File: src/rtl/rv32_pipeline_pkg.sv
// Shared RV32 pipeline types: opcode constants, ALU/operand/immediate enums, ID/EX control bundle.
// The CSR fields of ctrl_bundle_t exist only when PL_RV32_CTRL_CSR_EN is defined.
package rv32_pipeline_pkg;

  localparam logic [6:0] OPC_LOAD   = 7'b0000011;
  localparam logic [6:0] OPC_STORE  = 7'b0100011;
  localparam logic [6:0] OPC_OP_IMM = 7'b0010011;
  localparam logic [6:0] OPC_OP     = 7'b0110011;
  localparam logic [6:0] OPC_BRANCH = 7'b1100011;
  localparam logic [6:0] OPC_JAL    = 7'b1101111;
  localparam logic [6:0] OPC_JALR   = 7'b1100111;
  localparam logic [6:0] OPC_LUI    = 7'b0110111;
  localparam logic [6:0] OPC_AUIPC  = 7'b0010111;
  localparam logic [6:0] OPC_SYSTEM = 7'b1110011;

  typedef enum logic [3:0] {
    ALU_ADD, ALU_SUB, ALU_SLL, ALU_SLT, ALU_SLTU, ALU_XOR,
    ALU_SRL, ALU_SRA, ALU_OR, ALU_AND, ALU_PASS_B
  } ALU_OPCODE;

  typedef enum logic {REGISTER_A, PC} ALU_OPERAND_A_SRC;
  typedef enum logic {REGISTER_B, IMMEDIATE} ALU_OPERAND_B_SRC;
  typedef enum logic [2:0] {I_TYPE, S_TYPE, B_TYPE, U_TYPE, J_TYPE} IMMEDIATE_SELECT;

  typedef struct packed {
    ALU_OPCODE        alu_op;
    ALU_OPERAND_A_SRC src_a;
    ALU_OPERAND_B_SRC src_b;
    IMMEDIATE_SELECT  imm_sel;
    logic             reg_write_en;
    logic             mem_read_en;
    logic             mem_write_en;
    logic             write_back_sel;
    logic             branch;
    logic             jump;
    logic [2:0]       funct3;
    logic             illegal;
`ifdef PL_RV32_CTRL_CSR_EN
    logic [11:0]      csr_addr;
    logic             csr_write_en;
`endif
  } ctrl_bundle_t;

  // SUB only exists in the register form; SRA/SRAI are both selected by bit 30.
  function automatic ALU_OPCODE alu_from_funct(logic [2:0] f3, logic alt, logic is_imm);
    case (f3)
      3'b000:  return (alt && !is_imm) ? ALU_SUB : ALU_ADD;
      3'b001:  return ALU_SLL;
      3'b010:  return ALU_SLT;
      3'b011:  return ALU_SLTU;
      3'b100:  return ALU_XOR;
      3'b101:  return alt ? ALU_SRA : ALU_SRL;
      3'b110:  return ALU_OR;
      default: return ALU_AND;
    endcase
  endfunction

endpackage

File: src/rtl/pl_rv32_load_scoreboard.sv
// Load-use scoreboard: rd of loads accepted by EX, kept for LOAD_LATENCY cycles,
// plus the source-register compare against those and against a load still held in ID/EX.
module pl_rv32_load_scoreboard
  import rv32_pipeline_pkg::*;
#(
  parameter int LOAD_LATENCY = 2,
  parameter int REG_ADDR_W   = 5
) (
  input  logic                  clk,
  input  logic                  rst,
  input  logic                  push,
  input  logic [REG_ADDR_W-1:0] push_rd,
  input  logic                  held_load,
  input  logic [REG_ADDR_W-1:0] held_rd,
  input  logic [REG_ADDR_W-1:0] rs1,
  input  logic [REG_ADDR_W-1:0] rs2,
  input  logic                  use_rs1,
  input  logic                  use_rs2,
  output logic                  hazard
);

  logic [LOAD_LATENCY-1:0]                 sb_vld;
  logic [LOAD_LATENCY-1:0][REG_ADDR_W-1:0] sb_rd;
  logic                                    hit1, hit2;

  always_ff @(posedge clk) begin
    if (rst) begin
      sb_vld <= '0;
      sb_rd  <= '0;
    end else begin
      sb_vld[0] <= push;
      sb_rd[0]  <= push_rd;
      for (int i = 1; i < LOAD_LATENCY; i++) begin
        sb_vld[i] <= sb_vld[i-1];
        sb_rd[i]  <= sb_rd[i-1];
      end
    end
  end

  always_comb begin
    hit1 = held_load && (held_rd == rs1);
    hit2 = held_load && (held_rd == rs2);
    for (int i = 0; i < LOAD_LATENCY; i++) begin
      if (sb_vld[i] && sb_rd[i] == rs1) hit1 = 1'b1;
      if (sb_vld[i] && sb_rd[i] == rs2) hit2 = 1'b1;
    end
    // x0 is hardwired, so it never waits on a load.
    hazard = (use_rs1 && rs1 != '0 && hit1) || (use_rs2 && rs2 != '0 && hit2);
  end

endmodule

File: src/rtl/pl_rv32_decode_ctrl.sv
// RV32I decode/control stage with ID/EX register, valid/ready handshake, flush and load-use stall.
// Define PL_RV32_CTRL_CSR_EN to decode SYSTEM CSR instructions; otherwise SYSTEM is illegal.
module pl_rv32_decode_ctrl
  import rv32_pipeline_pkg::*;
#(
  parameter int LOAD_LATENCY = 2,
  parameter int REG_ADDR_W   = 5,
  parameter int XLEN         = 32
) (
  input  logic                  clk,
  input  logic                  rst,
  input  logic                  id_valid,
  output logic                  id_ready,
  input  logic [31:0]           id_instr,
  input  logic                  flush,
  output logic                  ex_valid,
  input  logic                  ex_ready,
  output logic [REG_ADDR_W-1:0] ex_rs1,
  output logic [REG_ADDR_W-1:0] ex_rs2,
  output logic [REG_ADDR_W-1:0] ex_rd,
  output ALU_OPCODE             ex_alu_op,
  output ALU_OPERAND_A_SRC      ex_alu_src_a_sel,
  output ALU_OPERAND_B_SRC      ex_alu_src_b_sel,
  output IMMEDIATE_SELECT       ex_imm_sel,
  output logic                  ex_reg_write_en,
  output logic                  ex_mem_read_en,
  output logic                  ex_mem_write_en,
  output logic                  ex_write_back_sel,
  output logic                  ex_branch,
  output logic                  ex_jump,
  output logic [2:0]            ex_funct3,
  output logic                  ex_illegal
`ifdef PL_RV32_CTRL_CSR_EN
  ,
  input  logic                  csr_illegal_access,
  output logic [11:0]           ex_csr_addr,
  output logic                  ex_csr_write_en
`endif
);

  if (LOAD_LATENCY < 1 || LOAD_LATENCY > 4 || XLEN != 32) begin : g_bad_param
    $error("pl_rv32_decode_ctrl: LOAD_LATENCY must be 1..4 and XLEN must be 32");
  end

  logic [REG_ADDR_W-1:0] rs1, rs2, rd;
  logic [6:0]            opcode, funct7;
  logic [2:0]            funct3;
  ctrl_bundle_t          d, bundle_q;
  logic                  legal, use_rs1, use_rs2, hazard, capture;

  assign rs1    = REG_ADDR_W'(id_instr[19:15]);
  assign rs2    = REG_ADDR_W'(id_instr[24:20]);
  assign rd     = REG_ADDR_W'(id_instr[11:7]);
  assign opcode = id_instr[6:0];
  assign funct3 = id_instr[14:12];
  assign funct7 = id_instr[31:25];

  always_comb begin
    d        = '0;
    d.funct3 = funct3;
    legal    = 1'b1;
    use_rs1  = 1'b0;
    use_rs2  = 1'b0;
    case (opcode)
      OPC_LOAD: begin
        d.src_b = IMMEDIATE; d.mem_read_en = 1'b1; d.write_back_sel = 1'b1;
        d.reg_write_en = 1'b1; use_rs1 = 1'b1;
      end
      OPC_STORE: begin
        d.imm_sel = S_TYPE; d.src_b = IMMEDIATE; d.mem_write_en = 1'b1;
        use_rs1 = 1'b1; use_rs2 = 1'b1;
      end
      OPC_OP_IMM: begin
        d.alu_op = alu_from_funct(funct3, id_instr[30], 1'b1);
        d.src_b = IMMEDIATE; d.reg_write_en = 1'b1; use_rs1 = 1'b1;
      end
      OPC_OP: begin
        legal = (funct7 == 7'h00) ||
                (funct7 == 7'h20 && (funct3 == 3'b000 || funct3 == 3'b101));
        d.alu_op = alu_from_funct(funct3, id_instr[30], 1'b0);
        d.reg_write_en = 1'b1; use_rs1 = 1'b1; use_rs2 = 1'b1;
      end
      OPC_BRANCH: begin
        d.imm_sel = B_TYPE; d.alu_op = ALU_SUB; d.branch = 1'b1;
        use_rs1 = 1'b1; use_rs2 = 1'b1;
      end
      OPC_JAL: begin
        d.imm_sel = J_TYPE; d.src_a = PC; d.src_b = IMMEDIATE;
        d.jump = 1'b1; d.reg_write_en = 1'b1;
      end
      OPC_JALR: begin
        d.src_b = IMMEDIATE; d.jump = 1'b1; d.reg_write_en = 1'b1; use_rs1 = 1'b1;
      end
      OPC_LUI: begin
        d.imm_sel = U_TYPE; d.alu_op = ALU_PASS_B; d.src_b = IMMEDIATE; d.reg_write_en = 1'b1;
      end
      OPC_AUIPC: begin
        d.imm_sel = U_TYPE; d.src_a = PC; d.src_b = IMMEDIATE; d.reg_write_en = 1'b1;
      end
`ifdef PL_RV32_CTRL_CSR_EN
      OPC_SYSTEM: begin
        // funct3 000/100 are ECALL/EBREAK/reserved, not CSR accesses.
        legal          = (funct3 != 3'b000) && (funct3 != 3'b100);
        d.reg_write_en = 1'b1;
        d.csr_addr     = id_instr[31:20];
        d.csr_write_en = (funct3[1:0] == 2'b01) || (id_instr[19:15] != 5'd0);
        use_rs1        = !funct3[2];
      end
`endif
      default: legal = 1'b0;
    endcase
    if (!legal) begin
      d         = '0;
      d.funct3  = funct3;
      d.illegal = 1'b1;
      use_rs1   = 1'b0;
      use_rs2   = 1'b0;
    end
`ifdef PL_RV32_CTRL_CSR_EN
    if (csr_illegal_access) begin
      d.illegal      = 1'b1;
      d.reg_write_en = 1'b0;
      d.mem_read_en  = 1'b0;
      d.mem_write_en = 1'b0;
      d.branch       = 1'b0;
      d.jump         = 1'b0;
      d.csr_write_en = 1'b0;
    end
`endif
  end

  pl_rv32_load_scoreboard #(
    .LOAD_LATENCY(LOAD_LATENCY),
    .REG_ADDR_W  (REG_ADDR_W)
  ) u_sb (
    .clk      (clk),
    .rst      (rst),
    .push     (ex_valid && ex_ready && bundle_q.mem_read_en && ex_rd != '0),
    .push_rd  (ex_rd),
    .held_load(ex_valid && bundle_q.mem_read_en && ex_rd != '0),
    .held_rd  (ex_rd),
    .rs1      (rs1),
    .rs2      (rs2),
    .use_rs1  (use_rs1),
    .use_rs2  (use_rs2),
    .hazard   (hazard)
  );

  assign id_ready = (!ex_valid || ex_ready) && !hazard && !flush;
  assign capture  = id_valid && id_ready;

  always_ff @(posedge clk) begin
    if (rst) begin
      ex_valid <= 1'b0;
      bundle_q <= '0;
      ex_rs1   <= '0;
      ex_rs2   <= '0;
      ex_rd    <= '0;
    end else if (flush) begin
      ex_valid <= 1'b0;
    end else if (capture) begin
      ex_valid <= 1'b1;
      bundle_q <= d;
      ex_rs1   <= rs1;
      ex_rs2   <= rs2;
      ex_rd    <= rd;
    end else if (ex_ready) begin
      ex_valid <= 1'b0;
    end
  end

  assign ex_alu_op         = bundle_q.alu_op;
  assign ex_alu_src_a_sel  = bundle_q.src_a;
  assign ex_alu_src_b_sel  = bundle_q.src_b;
  assign ex_imm_sel        = bundle_q.imm_sel;
  assign ex_reg_write_en   = bundle_q.reg_write_en;
  assign ex_mem_read_en    = bundle_q.mem_read_en;
  assign ex_mem_write_en   = bundle_q.mem_write_en;
  assign ex_write_back_sel = bundle_q.write_back_sel;
  assign ex_branch         = bundle_q.branch;
  assign ex_jump           = bundle_q.jump;
  assign ex_funct3         = bundle_q.funct3;
  assign ex_illegal        = bundle_q.illegal;
`ifdef PL_RV32_CTRL_CSR_EN
  assign ex_csr_addr       = bundle_q.csr_addr;
  assign ex_csr_write_en   = bundle_q.csr_write_en;
`endif

endmodule

File: config.mk
export PLATFORM = sky130hd
export DESIGN_NAME = pl_rv32_decode_ctrl
export DESIGN_NICKNAME = d
export VERILOG_FILES = /design/src/rtl/rv32_pipeline_pkg.sv /design/src/rtl/pl_rv32_load_scoreboard.sv /design/src/rtl/pl_rv32_decode_ctrl.sv
export SDC_FILE = /design/constraint.sdc
export NUM_CORES = 1
export LEC_CHECK = 0
export BUFFER_PORTS_ARGS = -buffer_cell sky130_fd_sc_hd__clkbuf_2
export CORE_MARGIN = 2
export CORE_UTILIZATION = 50
export CTS_CLUSTER_DIAMETER = 150
export DETAILED_ROUTE_END_ITERATION = 16
export PLACE_DENSITY_LB_ADDON = 0.12
export SLEW_MARGIN = 20
export SYNTH_ARGS = -nofsm -noshare
export SYNTH_HDL_FRONTEND = slang
export SYNTH_HIERARCHICAL = 1
export SYNTH_SLANG_ARGS = --single-unit
export TNS_END_PERCENT = 100
File: constraint.sdc
create_clock -name clk -period 4.5 [get_ports clk]
set_input_delay 0.225 -clock clk [delete_from_list [all_inputs] [get_ports clk]]
set_output_delay 0.225 -clock clk [all_outputs]
set_load 0.01 [all_outputs]
==> key figures <==
CTS
  – Root buffer cell: clkbuf_8
  – H-tree depth: 2
  – Num CTS Buffers: 5
  – Hold_buf cts: 0
  – Post-CTS setup buffers: 0
  – Clk_lat worst skew: 280 ps
  – CTS max path bufs: 2
  – CTS Sinks: 46
  – CTS resizes: 0
  – CTS clock-pin slew for the worst setup and hold paths: around 80 ps
  – CTS tree: done

Run status
  – Run status: completed

GRT
  – GRT met2 Usage: 0.3323
  – Remaining Overflow, GRT: 0
  – First-pass GRT wire length: around 9600 um
  – Initial antenna violation count: 0
  – Total track usage: 0.2294
  – M1 GR Usage: 0.3407
  – Met3 Use GR: 0.05249
  – Vias in the first global route: roughly 2000
  – Largest net degree at the start of global routing: 49
  – Gr busiest metal: met1

Synthesis
  – Yosys top cell by area: dfxtp_1
  – List of most frequent post-synthesis cells: dfxtp_1 (46), nand2_1 (46), a21oi_1 (30)
  – Share of flip-flops with an asynchronous set or reset: 0
  – Top cells by area, synth: dfxtp_1 (39%), xor2_1 (9.2%), nand2_1 (7.2%)
  – Library cells used by synthesis: 50
  – Mapped Avg Cell Area: 8.368 um2
  – Synthesized area: 2385 um2
  – Mapped Nets: 322
  – Area share of the largest cell type after synthesis: 0.3861
  – Post-synthesis sequential area ratio: 0.3861
  – Mapped Cells: ~290
  – #FFs+latches synth: 46
  – EDFF count, synth: 0
  – Commonest register cell after synthesis: dfxtp_1
  – Ys Warns: 6

STA
  – Tcrit/Tclk final: 0.6532
  – Post-route setup slack: approximately 1600 ps
  – Setup-failing EPs final: 0
  – FMAX: ~340 MHz
  – Final min period: 2939 ps
  – Endpoints failing hold: 0
  – Clock Skew: between 4 and 5 ps
  – Actual slew at the worst max-slew pin: 955.0 ps
  – Final slew viol count: 0
  – Unrepaired setup endpoints after global routing: no
  – Worst slew margin: 0.3633
  – Setup_tns: 0 ps
  – Fin Hold WS: around 120 ps

Route
  – WL per Instance: roughly 15 um
  – DRT iter0 DRCs: 109
  – WL final: 5857 um
  – Post-route ant nets: 0
  – Initial DRT Pass Iterations: 4
  – DRC: 0
  – Via count: 2235
  – Via/cell ratio: 5.574

Min path
  – Hold WC Path Type: input pin to register

Worst setup path
  – Worst Setup SP: ex_rd[0]
  – Most used cell, CP: nand3_1
  – Data required time at the worst endpoint: 4700 ps
  – Crit path max-delay cell type: or3_1
  – CP peak stage delay: 390 ps
  – Number of cells on the worst reg-to-reg path: 10
  – Critical Path Start Type: register
  – Worst-path maximum fanout: 33
  – Critical path destination: ex_alu_src_b_sel
  – Critical Path AT: 3140 ps
  – R2R setup slack: 1560 ps
  – Reg2reg end: ex_alu_src_b_sel
  – Kind of critical path: register to register
  – Crit-path cells: or3_1, o311a_1, nand3_1, a31oi_1, or2_1, nor2_1, nand3_1, buf_4, a311o_1, a21oi_1
  – Reg-to-Reg Start: ex_rd[0]
  – Worst setup EP type: register

Finish
  – Share of layout cells above drive strength 1: 0.2594
  – NumNets Final: 383
  – Final std cells w/o fill: 401
  – Area of the multi-input gates: 1371 um2
  – Reg area: 920.9 um2
  – Synth-to-layout area growth: 19.31%
  – # fillers: 429
  – Antenna cell count: 0

Placement
  – Hpwl dp: 4263 um
  – Place WS: around 1300 ps
  – Gpl congestion: 0.8343
  – Port-buffer cells: 72
  – Placed Cells incl. Taps: 393

Pwr
  – Pwr/cell area: 296.5 nW/um2
  – Pleak: ~1.2 nW
  – Worst IR Drop VDD: 0.0002306 V

Floorplanning
  – Rows: 25
  – Core box area: 4661 um2
  – Io pins: 73
  – Die area: 5338 um2
  – Die height: between 70 and 80 um
  – Die width: around 73 um
  – Initial core utilization: 0.5117

Flow run
  – Max-cap violations: 0
[power by group]
part           total [mW]  leakage [nW]  internal [mW]  switching [mW]
clock network       0.291        0.0524          0.166           0.125
logic               0.124         0.805         0.0488          0.0753
registers           0.429         0.374          0.418          0.0103
total               0.844          1.23          0.633           0.210
[sequential cells by signal, summed over array words and instances (netlist names), 2 cells and up]
register     flops
ex_alu_op        4
ex_funct3        3
ex_imm_sel       3
ex_rd            5
ex_rs1           5
ex_rs2           5
u_sb/sb_rd      10
u_sb/sb_vld      2
[worst min-delay path by stage]
stage	from	cells after the start	end	slack (ps)
after floorplan	rst	1	u_sb/sb_rd[0]	300
after global placement	flush	2	ex_valid	430
after detailed placement	flush	2	ex_valid	420
after CTS	flush	2	ex_valid	110
after global routing	flush	2	ex_valid	130
final	flush	2	ex_valid	120
[layout by cell type, fill, tap and decap left out, types with 3 or more instances in the layout]
| cell type | count |
|---|---|
| xnor2_1 | 6 |
| clkbuf_2 | 72 |
| o21ai_1 | 4 |
| nor4_1 | 6 |
| nand2b_1 | 5 |
| nand3_1 | 11 |
| nand4_1 | 3 |
| nand2_1 | 46 |
| a21oi_1 | 30 |
| and2_1 | 3 |
| clkbuf_8 | 5 |
| nor3_1 | 6 |
| dfxtp_1 | 46 |
| a211oi_1 | 3 |
| o21a_1 | 3 |
| xor2_1 | 25 |
| nor2b_1 | 12 |
| nor2_1 | 17 |
| a32oi_1 | 3 |
[layer usage]
layer  wire (um)  vias up
met5           0        -
met4          25        0
met3         373        4
met2        2601       74
met1        2856     1044
li1            -     1113
[logic make-up after synthesis]
logic type,count (synthesis),share of synthesized area
AND/OR/NAND/NOR,127,0.2849
AO/OA/AOI/OAI,57,0.1679
flip-flops,46,0.3861
XOR/XNOR,31,0.1139
buffers and inverters,22,0.03882
multiplexers,2,0.008395
[final cells by class]
type                    instances  share of cell area
clock buffers                   7             0.02682
flip-flops and latches         46              0.3237
well taps                      54             0.02375
clock inverters                 1             0.01055
repair buffers                 73              0.1293
inverters                       3            0.003958
multi-input cells             217              0.4820
[stage by stage]
stage | cell area [um2] | total power [mW] | util
3_5_place_dp | 2739 | 0.5617 | 0.5877
3_3_place_gp | 2739 | 0.5603 | 0.5877
4_1_cts | 2845 | 0.8519 | 0.6105
6_report | 2845 | 0.8436 | 0.6105
2_1_floorplan | 2385 | 0.5121 | -
5_1_grt | 2845 | 0.8851 | 0.6105
[critical path, delay by kind of cell (launching register included)]
family | cells | cell delay [ps]
simple gates | 5 | 1190
flops | 1 | 380
buf+inv | 1 | 370
compound gates | 4 | 910
No activity file was read; power rests on OpenSTA's default activity.
